`config.mk`:
```
export PLATFORM = sky130hd
export DESIGN_NAME = rv6_bus_arb
export DESIGN_NICKNAME = d
export VERILOG_FILES = /design/src/rtl/rv6_bus_pkg.sv /design/src/rtl/rv6_rr_pick.sv /design/src/rtl/rv6_bus_arb.sv
export SDC_FILE = /design/constraint.sdc
export NUM_CORES = 1
export LEC_CHECK = 0
export CAP_MARGIN = 20
export CORE_AREA = 2 2 492 494
export CTS_BUF_LIST = sky130_fd_sc_hd__clkbuf_4 sky130_fd_sc_hd__clkbuf_8
export DETAILED_ROUTE_END_ITERATION = 10
export DIE_AREA = 0 0 494 496
export PLACE_DENSITY_LB_ADDON = 0.15
export SYNTH_ARGS = -nofsm -noshare
export SYNTH_HDL_FRONTEND = slang
export SYNTH_SLANG_ARGS = --single-unit
export TNS_END_PERCENT = 5
```
`constraint.sdc`:
```
create_clock -name c_clk -period 6.5 [get_ports c_clk]
set_input_delay 0.65 -clock c_clk [delete_from_list [all_inputs] [get_ports c_clk]]
set_output_delay 0.65 -clock c_clk [all_outputs]
set_load 0.02 [all_outputs]
```
`src/rtl/rv6_bus_pkg.sv`:
```
// Shared types for the rv6 data-bus arbiter: FSM states, write length codes
// and the hart-index width helper.
package rv6_bus_pkg;

    typedef enum logic [1:0] {
        IDLE,
        BUSY,
        DONE
    } state_e;

    typedef enum logic [1:0] {
        LEN_B,
        LEN_H,
        LEN_W,
        LEN_D
    } len_e;

    // HART_IDX_W = clog2(N_HART), never narrower than one bit
    function automatic int hart_idx_w(input int n_hart);
        return (n_hart > 1) ? $clog2(n_hart) : 1;
    endfunction

endpackage

```
`src/rtl/rv6_rr_pick.sv`:
```
// Combinational round-robin picker: first set request at or after ptr_i,
// wrapping modulo N (N need not be a power of two).
module rv6_rr_pick #(
    parameter int N  = 4,
    parameter int IW = 2
) (
    input  logic [N-1:0]  req_i,
    input  logic [IW-1:0] ptr_i,
    output logic [N-1:0]  gnt_o,
    output logic [IW-1:0] idx_o,
    output logic          valid_o
);

    int unsigned   pos;
    logic [IW-1:0] pos_idx;

    // Scan from the farthest offset down so the offset closest to ptr_i wins.
    always_comb begin
        gnt_o   = '0;
        idx_o   = '0;
        valid_o = |req_i;
        pos     = 0;
        pos_idx = '0;
        for (int unsigned k = 0; k < N; k++) begin
            pos = int'(ptr_i) + (N - 1 - k);
            if (pos >= N) begin
                pos = pos - N;
            end
            pos_idx = IW'(pos);
            if (req_i[pos_idx]) begin
                gnt_o          = '0;
                gnt_o[pos_idx] = 1'b1;
                idx_o          = pos_idx;
            end
        end
    end

endmodule

```
`src/rtl/rv6_bus_arb.sv`:
```
// N-hart round-robin data-bus arbiter with AMO bus locking and
// write-invalidate broadcast to every hart except the writer.
module rv6_bus_arb
    import rv6_bus_pkg::*;
#(
    parameter int N_HART = 4,
    parameter int LINE_W = 256,
    parameter int ADDR_W = 64,
    parameter int DATA_W = 64
) (
    input  logic                     c_clk,
    input  logic                     c_rst,
    input  logic [N_HART*ADDR_W-1:0] h_addr,
    input  logic [N_HART-1:0]        h_ext,
    input  logic [N_HART-1:0]        h_rd,
    input  logic [N_HART-1:0]        h_wr,
    input  logic [N_HART*DATA_W-1:0] h_wdata,
    input  logic [N_HART*2-1:0]      h_len,
    output logic [LINE_W-1:0]        h_rdata,
    output logic [N_HART-1:0]        h_dv,
    input  logic [N_HART-1:0]        h_amo_req,
    output logic [N_HART-1:0]        h_amo_ack,
    output logic [N_HART-1:0]        h_inv,
    output logic [ADDR_W-1:0]        h_inv_addr,
    output logic [ADDR_W-1:0]        m_addr,
    output logic                     m_ext,
    output logic                     m_rd,
    output logic                     m_wr,
    output logic [DATA_W-1:0]        m_wdata,
    output logic [1:0]               m_len,
    input  logic [LINE_W-1:0]        m_rdata,
    input  logic                     m_dv
);

    localparam int HART_IDX_W = hart_idx_w(N_HART);
    localparam logic [HART_IDX_W-1:0] LAST_HART = HART_IDX_W'(N_HART - 1);

    state_e                  state_q, state_d;
    logic [HART_IDX_W-1:0]   rr_ptr_q, rr_ptr_d;
    logic [HART_IDX_W-1:0]   g_q, g_d;
    logic [HART_IDX_W-1:0]   lock_owner_q, lock_owner_d;
    logic                    lock_valid_q, lock_valid_d;
    logic                    is_wr_q, is_wr_d;
    logic                    m_rd_q, m_rd_d;
    logic                    m_wr_q, m_wr_d;
    logic                    m_ext_q, m_ext_d;
    logic [ADDR_W-1:0]       m_addr_q, m_addr_d;
    logic [DATA_W-1:0]       m_wdata_q, m_wdata_d;
    len_e                    m_len_q, m_len_d;
    logic [LINE_W-1:0]       h_rdata_q, h_rdata_d;
    logic [N_HART-1:0]       h_dv_q, h_dv_d;
    logic [N_HART-1:0]       h_inv_q, h_inv_d;

    logic [N_HART-1:0]       owner_oh, grant_oh, elig, pick_oh;
    logic [HART_IDX_W-1:0]   pick_idx;
    logic                    pick_valid, pick_wr, pick_amo;

    // While a lock is held only the owner's rd/wr may compete.
    always_comb begin
        owner_oh               = '0;
        owner_oh[lock_owner_q] = 1'b1;
        grant_oh               = '0;
        grant_oh[g_q]          = 1'b1;
        elig = lock_valid_q ? ((h_rd | h_wr) & owner_oh)
                            : (h_rd | h_wr | h_amo_req);
    end

    rv6_rr_pick #(
        .N  (N_HART),
        .IW (HART_IDX_W)
    ) u_pick (
        .req_i   (elig),
        .ptr_i   (rr_ptr_q),
        .gnt_o   (pick_oh),
        .idx_o   (pick_idx),
        .valid_o (pick_valid)
    );

    assign pick_wr  = |(pick_oh & h_wr);
    assign pick_amo = |(pick_oh & h_amo_req) & ~lock_valid_q;

    always_comb begin
        state_d      = state_q;
        rr_ptr_d     = rr_ptr_q;
        g_d          = g_q;
        is_wr_d      = is_wr_q;
        lock_valid_d = lock_valid_q;
        lock_owner_d = lock_owner_q;
        m_rd_d       = m_rd_q;
        m_wr_d       = m_wr_q;
        m_ext_d      = m_ext_q;
        m_addr_d     = m_addr_q;
        m_wdata_d    = m_wdata_q;
        m_len_d      = m_len_q;
        h_rdata_d    = h_rdata_q;
        h_dv_d       = '0;
        h_inv_d      = '0;

        if (lock_valid_q && !h_amo_req[lock_owner_q]) begin
            lock_valid_d = 1'b0;
        end

        unique case (state_q)
            IDLE: begin
                if (pick_valid) begin
                    // A hart raising amo and rd/wr together takes the lock first.
                    if (pick_amo) begin
                        lock_valid_d = 1'b1;
                        lock_owner_d = pick_idx;
                    end else begin
                        state_d = BUSY;
                        g_d     = pick_idx;
                        is_wr_d = pick_wr;
                        m_rd_d  = ~pick_wr;
                        m_wr_d  = pick_wr;
                        for (int unsigned i = 0; i < N_HART; i++) begin
                            if (pick_oh[i]) begin
                                m_addr_d  = h_addr[i*ADDR_W +: ADDR_W];
                                m_ext_d   = h_ext[i];
                                m_wdata_d = h_wdata[i*DATA_W +: DATA_W];
                                m_len_d   = len_e'(h_len[i*2 +: 2]);
                            end
                        end
                    end
                end
            end
            BUSY: begin
                if (m_dv) begin
                    state_d   = DONE;
                    h_rdata_d = m_rdata;
                    m_rd_d    = 1'b0;
                    m_wr_d    = 1'b0;
                    h_dv_d    = grant_oh;
                    h_inv_d   = is_wr_q ? ~grant_oh : '0;
                end
            end
            DONE: begin
                state_d  = IDLE;
                rr_ptr_d = (g_q == LAST_HART) ? '0 : g_q + 1'b1;
            end
            default: state_d = IDLE;
        endcase
    end

    always_ff @(posedge c_clk) begin
        if (c_rst) begin
            state_q      <= IDLE;
            rr_ptr_q     <= '0;
            g_q          <= '0;
            is_wr_q      <= 1'b0;
            lock_valid_q <= 1'b0;
            lock_owner_q <= '0;
            m_rd_q       <= 1'b0;
            m_wr_q       <= 1'b0;
            m_ext_q      <= 1'b0;
            m_addr_q     <= '0;
            m_wdata_q    <= '0;
            m_len_q      <= LEN_B;
            h_rdata_q    <= '0;
            h_dv_q       <= '0;
            h_inv_q      <= '0;
        end else begin
            state_q      <= state_d;
            rr_ptr_q     <= rr_ptr_d;
            g_q          <= g_d;
            is_wr_q      <= is_wr_d;
            lock_valid_q <= lock_valid_d;
            lock_owner_q <= lock_owner_d;
            m_rd_q       <= m_rd_d;
            m_wr_q       <= m_wr_d;
            m_ext_q      <= m_ext_d;
            m_addr_q     <= m_addr_d;
            m_wdata_q    <= m_wdata_d;
            m_len_q      <= m_len_d;
            h_rdata_q    <= h_rdata_d;
            h_dv_q       <= h_dv_d;
            h_inv_q      <= h_inv_d;
        end
    end

    assign h_rdata    = h_rdata_q;
    assign h_dv       = h_dv_q;
    assign h_inv      = h_inv_q;
    assign h_inv_addr = m_addr_q;
    assign h_amo_ack  = lock_valid_q ? owner_oh : '0;
    assign m_addr     = m_addr_q;
    assign m_ext      = m_ext_q;
    assign m_rd       = m_rd_q;
    assign m_wr       = m_wr_q;
    assign m_wdata    = m_wdata_q;
    assign m_len      = m_len_q;

endmodule

```
==> results of run 1 <==
==> path summary, 6_finish.rpt <==
path                              from                          end  slack, ps  depth (start not counted)
min reg2reg  h_rdata[125]$_SDFFE_PP0P_    h_rdata[125]$_SDFFE_PP0P_        450                          2
max reg2reg   rr_ptr_q[0]$_SDFFE_PP0N_  h_inv_addr[60]$_SDFFE_PP0P_       1370                         11
min                              c_rst      lock_valid_q$_SDFF_PP0_        250                          2
max           rr_ptr_q[0]$_SDFFE_PP0N_  h_inv_addr[60]$_SDFFE_PP0P_       1370                         11
==> cell type report <==
cell class,count,area (µm²),share of cell area [%]
diodes,28,70.1,0.186
clock buffers,143,1740,4.61
clock inverters,24,300,0.798
inverters,6,22.5,0.0598
multi-input cells,1725,10200,27.1
flip-flops and latches,407,8150,21.6
well taps,3185,3990,10.6
repair buffers,1306,13200,35.0
==> layer usage <==
metal | vias to the layer above | track usage [%]
li1 | 11000 | -
met1 | 11600 | 16.1
met2 | 1130 | 24.7
met3 | 343 | 8.55
met4 | 96 | 3.54
met5 | - | 0
==> synthesized netlist by cell type (3+ instances only) <==
| master | instances |
|---|---|
| a211oi_1 | 176 |
| a211oi_2 | 91 |
| a21o_1 | 4 |
| a21oi_1 | 400 |
| a22oi_1 | 3 |
| a2bb2oi_1 | 131 |
| a311oi_1 | 4 |
| and2_1 | 9 |
| and3_1 | 132 |
| buf_1 | 13 |
| buf_2 | 18 |
| buf_4 | 65 |
| buf_6 | 11 |
| clkbuf_1 | 209 |
| dfxtp_1 | 407 |
| ha_1 | 12 |
| inv_1 | 5 |
| mux2i_1 | 5 |
| nand2_1 | 523 |
| nand2b_1 | 4 |
| nand3_1 | 4 |
| nand3b_1 | 4 |
| nor2_1 | 32 |
| nor3_1 | 6 |
| nor3b_1 | 3 |
| o21ai_0 | 136 |
| o221ai_1 | 5 |
==> worst max-delay path, stage by stage, from the launching register on <==
cell       delay (ps)
dfxtp_1           620
inv_2             250
ha_1              460
nand2b_1          180
o32ai_1           500
nor4_1            230
o311a_1           420
a2111oi_0         880
o211a_4           280
and2_4            560
buf_12            330
a211oi_2          110
==> sequential cells by signal (all words and copies together), names as in the netlist, 2 cells and up <==
signal,flops
h_rdata,256
h_inv_addr,64
m_wdata,64
h_dv,4
h_inv,4
g_q,2
lock_owner_q,2
m_len,2
rr_ptr_q,2
state_q,2
==> power by group through the flow <==
stage	Combinational (W)	Sequential (W)	Clock [W]
CTS	0.00689	0.00352	0.00365
floorplan	0.00285	0.00393	0
finish	0.00670	0.00350	0.00343
detailed placement	0.00687	0.00356	0
global placement	0.00688	0.00356	0
global route	0.00715	0.00356	0.00371
==> kinds of logic (layout without fill, tap and decap cells) <==
group,count (synthesis),count (layout),synth area share (%)
compound gates,973,973,33.6
other cells,0,28,0
mux,6,6,0.366
flops,407,407,41.1
buf+inv,322,1479,7.86
simple gates,734,734,16.3
fa+ha+maj,12,12,0.758
==> metrics by stage <==
step | setup WS (ps) | utilization (%) | instances
after CTS | 1470 | 15.7 | 6796
after floorplan | 2790 | - | 2454
final | 1370 | 15.7 | 6824
after global placement | 1280 | 14.8 | 6629
after global routing | 1220 | 15.7 | 6808
after detailed placement | 1280 | 14.8 | 6629
==> results.tsv, run 1 <==
metric	value	unit
synth_flop_cell	dfxtp_1	
clockBufferDepth	3	
placed_cell_area	35500	µm²
grt_pass1_wl	245	mm
grt_max_degree	189	
seq_area_frac_synth	41.1	%
cts.clk_slew.worst_paths	60	ps
vias	24100	
rsz0062_at_grt	no	
synth_edf_count	0	
relSlewSlack	26.3	%
post_cts_buffers	0	
drc	0	
hold_path.class	in -> reg	
start_util	8.27	%
route.met2.wl	89.5	mm
dr.first_iter.drc_count	1305	
hpwl	153	mm
drt-pass1-iter-count	5	
drive_gt1_share	9.28	%
postRouteAntennaNets	0	
fin_nets	4351	
whs	246	ps
wl_met3	24.5	mm
top_layer_used	met5	
worst_pin_slew	1110	ps
crit_required	7160	ps
p_int	0.00757	W
netlist_area	19800	µm²
crit_fanout	35	
cts_tree	built	
async_flop_share	0	%
fin_crit_sh	78.9	%
io_buffer_count	1259	
slew_viol_final	0	
fp.coreArea	240000	µm²
postCtsResizedCells	0	
leakage	12.5	nW
wl_per_cell	28.0	µm
grt_remaining_overflow	0	
p_clk_share	25.2	%
numCtsBuffers	98	
max-vdd-ir-drop	0.132	mV
p_seq_share	25.7	%
final_common_cell	clkdlybuf4s50_1	
synth.distinct_cells	60	
hold_viol_final	0	
final_area	37600	µm²
mostFrequentLayoutCells	clkdlybuf4s50_1, nand2_1, dfxtp_1	
fillCellCount	27300	
powerDensity	362	nW/µm²
syn_inst	2454	
p_switching	0.00605	W
grt_pass1_vias	24800	
ctsHoldBuffers	0	
end_kind	register	
syn_to_final_growth	89.9	%
finClkSkew	62.6	ps
wirelength_met1	72.1	mm
clk_latency	860	ps
synth.net_count	3261	
crit_path_start_kind	register	
gp_congestion	0.835	
root_buffer	clkbuf_8	
ys_ff_latch	407	
setup_viol	0	
synth_area_leaders	dfxtp_1, a21oi_1, nand2_1	
arrival	5790	ps
yosys_warnings	0	
fin_crit	5130	ps
postSynthAreaPerCell	8.08	µm²
routed_via_density	3.54	
netlist.area_leader.share	41.1	%
fmaxAchievable	195	MHz
synth_largest_area_cell	dfxtp_1	
cts.sinks	407	
die_w	494	µm
cap_viol_max_count	0	
io_pins	1260	
antenna_found_initial	131	
critPathKind	reg -> reg	
rows	180	
p_comb_share	49.1	%
drt-total-wl	191	mm
p_sw_share	44.4	%
power	0.0136	W
die_area	245000	µm²
finalSetupTns	0	ps
track_usage	14.9	%
die_h	496	µm
status	complete, no violations	
cts_max_level	3	
Note: power is estimated with default switching activity, not from simulation.
==> run 2, diff against run 1 <==
- CORE_AREA: 2 2 492 494 -> 2 2 494 496
- DIE_AREA: 0 0 494 496 -> 0 0 496 498
- clock period: 6.5 -> 4.6 ns (I/O delays scaled with it)
==> results.tsv, run 2 (synthesis gave the netlist of run 1 again) <==
metric	value	unit
status	complete, no violations	
track_usage	15.3	%
crit_required	5270	ps
relSlewSlack	37.2	%
fin_cells	7001	
hpwl	161	mm
die_area	247000	µm²
gp_congestion	0.863	
cts_max_level	3	
finClkSkew	56.8	ps
critPathKind	reg -> reg	
grt_pass1_vias	25300	
dp_cells	6731	
postRouteAntennaNets	0	
clk_latency	850	ps
final_util	16.2	%
crit_fanout	22	
die_w	496	µm
grt_max_degree	111	
final_common_cell	clkdlybuf4s50_1	
grt_remaining_overflow	0	
final_area	39100	µm²
drive_gt1_share	11.1	%
leakage	13.2	nW
drt-pass1-iter-count	5	
io_pins	1260	
antenna_found_initial	150	
path_cells	o211ai_1 > a21oi_2 > o32ai_1 > nor4_1 > o311ai_4 > buf_12 > buf_4 > and3_1 > a211oi_1 > a2bb2oi_1 > a211oi_2	
routed_via_density	3.53	
worst_pin_slew	943	ps
cts.sinks	407	
critPathSlowestCell	nor4_1	
fin_nets	4499	
powerDensity	501	nW/µm²
setup_viol	0	
cts_tree	built	
max_stage_delay	730	ps
clockBufferDepth	3	
drc	0	
die_h	498	µm
rsz0062_at_grt	no	
cp-startpoint	lock_owner_q[1]$_SDFFE_PP0P_	
wl_per_cell	28.1	µm
placed_cell_area	36300	µm²
r2r_start	lock_owner_q[1]$_SDFFE_PP0P_	
numCtsBuffers	95	
arrival	4960	ps
fmaxAchievable	233	MHz
largest_register_ffs	256	
max-vdd-ir-drop	0.240	mV
critPathTopFamily	compound AO/OA/AOI/OAI gates	
vias	24700	
start_util	8.19	%
post_cts_buffers	0	
min_from	m_rdata[142]	
rows	181	
drt-total-wl	197	mm
hold_path.class	in -> reg	
fp.coreArea	242000	µm²
crit_path_start_kind	register	
end_kind	register	
hold_viol_final	0	
mostFrequentLayoutCells	clkdlybuf4s50_1, nand2_1, dfxtp_1	
fin_crit	4290	ps
slew_viol_final	0	
cap_viol_max_count	0	
grt_pass1_wl	252	mm
syn_to_final_growth	97.4	%
io_buffer_count	1259	
dr.first_iter.drc_count	1544	
root_buffer	clkbuf_8	
cts.clk_slew.worst_paths	60	ps
fin_crit_sh	93.3	%
worst-path-buf-inv	2	
run 2: final timing paths:
check,slack (ps),endpoint,depth (start not counted)
max reg2reg,310,m_wdata[54]$_SDFFE_PP0P_,11
min reg2reg,450,h_rdata[10]$_SDFFE_PP0P_,2
min,160,h_rdata[142]$_SDFFE_PP0P_,3
max,310,m_wdata[54]$_SDFFE_PP0P_,11
run 2: what timing repair did:
action,CTS,global route
gates resized for setup,0,1
hold buffers,66,0
setup endpoints to repair,0,1
endpoints found under the hold margin,71,0
run 2: per-layer routing:
layer / GRT usage (%) / share of wire, % / vias up
li1: - / - / 11300
met1: 16.7 / 38 / 11800
met2: 25.5 / 47 / 1224
met3: 8.34 / 12 / 347
met4: 3.82 / 2.6 / 76
met5: 0 / 0.25 / -
run 2: layout make-up:
| cell class | instances | area, µm² |
|---|---|---|
| Fill cell | 27400 | 203000 |
| Timing Repair Buffer | 1457 | 14600 |
| Multi-Input combinational cell | 1725 | 10200 |
| Sequential cell | 407 | 8150 |
| Tap cell | 3202 | 4010 |
| Clock buffer | 149 | 1810 |
| Clock inverter | 19 | 221 |
| Antenna cell | 36 | 90.1 |
| Inverter | 6 | 22.5 |
run 2: power by group:
| group | total [W] | switching [W] | internal [W] | leakage (nW) |
|---|---|---|---|---|
| Sequential | 0.00500 | 0.000754 | 0.00425 | 3.33 |
| Clock | 0.00479 | 0.00215 | 0.00264 | 1.09 |
| Combinational | 0.00983 | 0.00570 | 0.00413 | 8.81 |
run 2: through the flow:
stage	total power, W	setup TNS, ps	setup WS [ps]	hold WS [ps]
3_5_place_dp	0.0151	-100	-100	446
4_1_cts	0.0202	0	130	0.0654
5_1_grt	0.0208	0	94.5	57.9
2_1_floorplan	0.00958	0	891	474
6_report	0.0196	0	307	163
3_3_place_gp	0.0151	-46.8	-46.8	442
run 2: worst register-to-register path, cell delays in order (launching register included):
cell and delay, ps:
dfxtp_1 680, o211ai_1 220, a21oi_2 390, o32ai_1 260, nor4_1 730, o311ai_4 250, buf_12 230, buf_4 260
and3_1 180, a211oi_1 480, a2bb2oi_1 330, a211oi_2 110
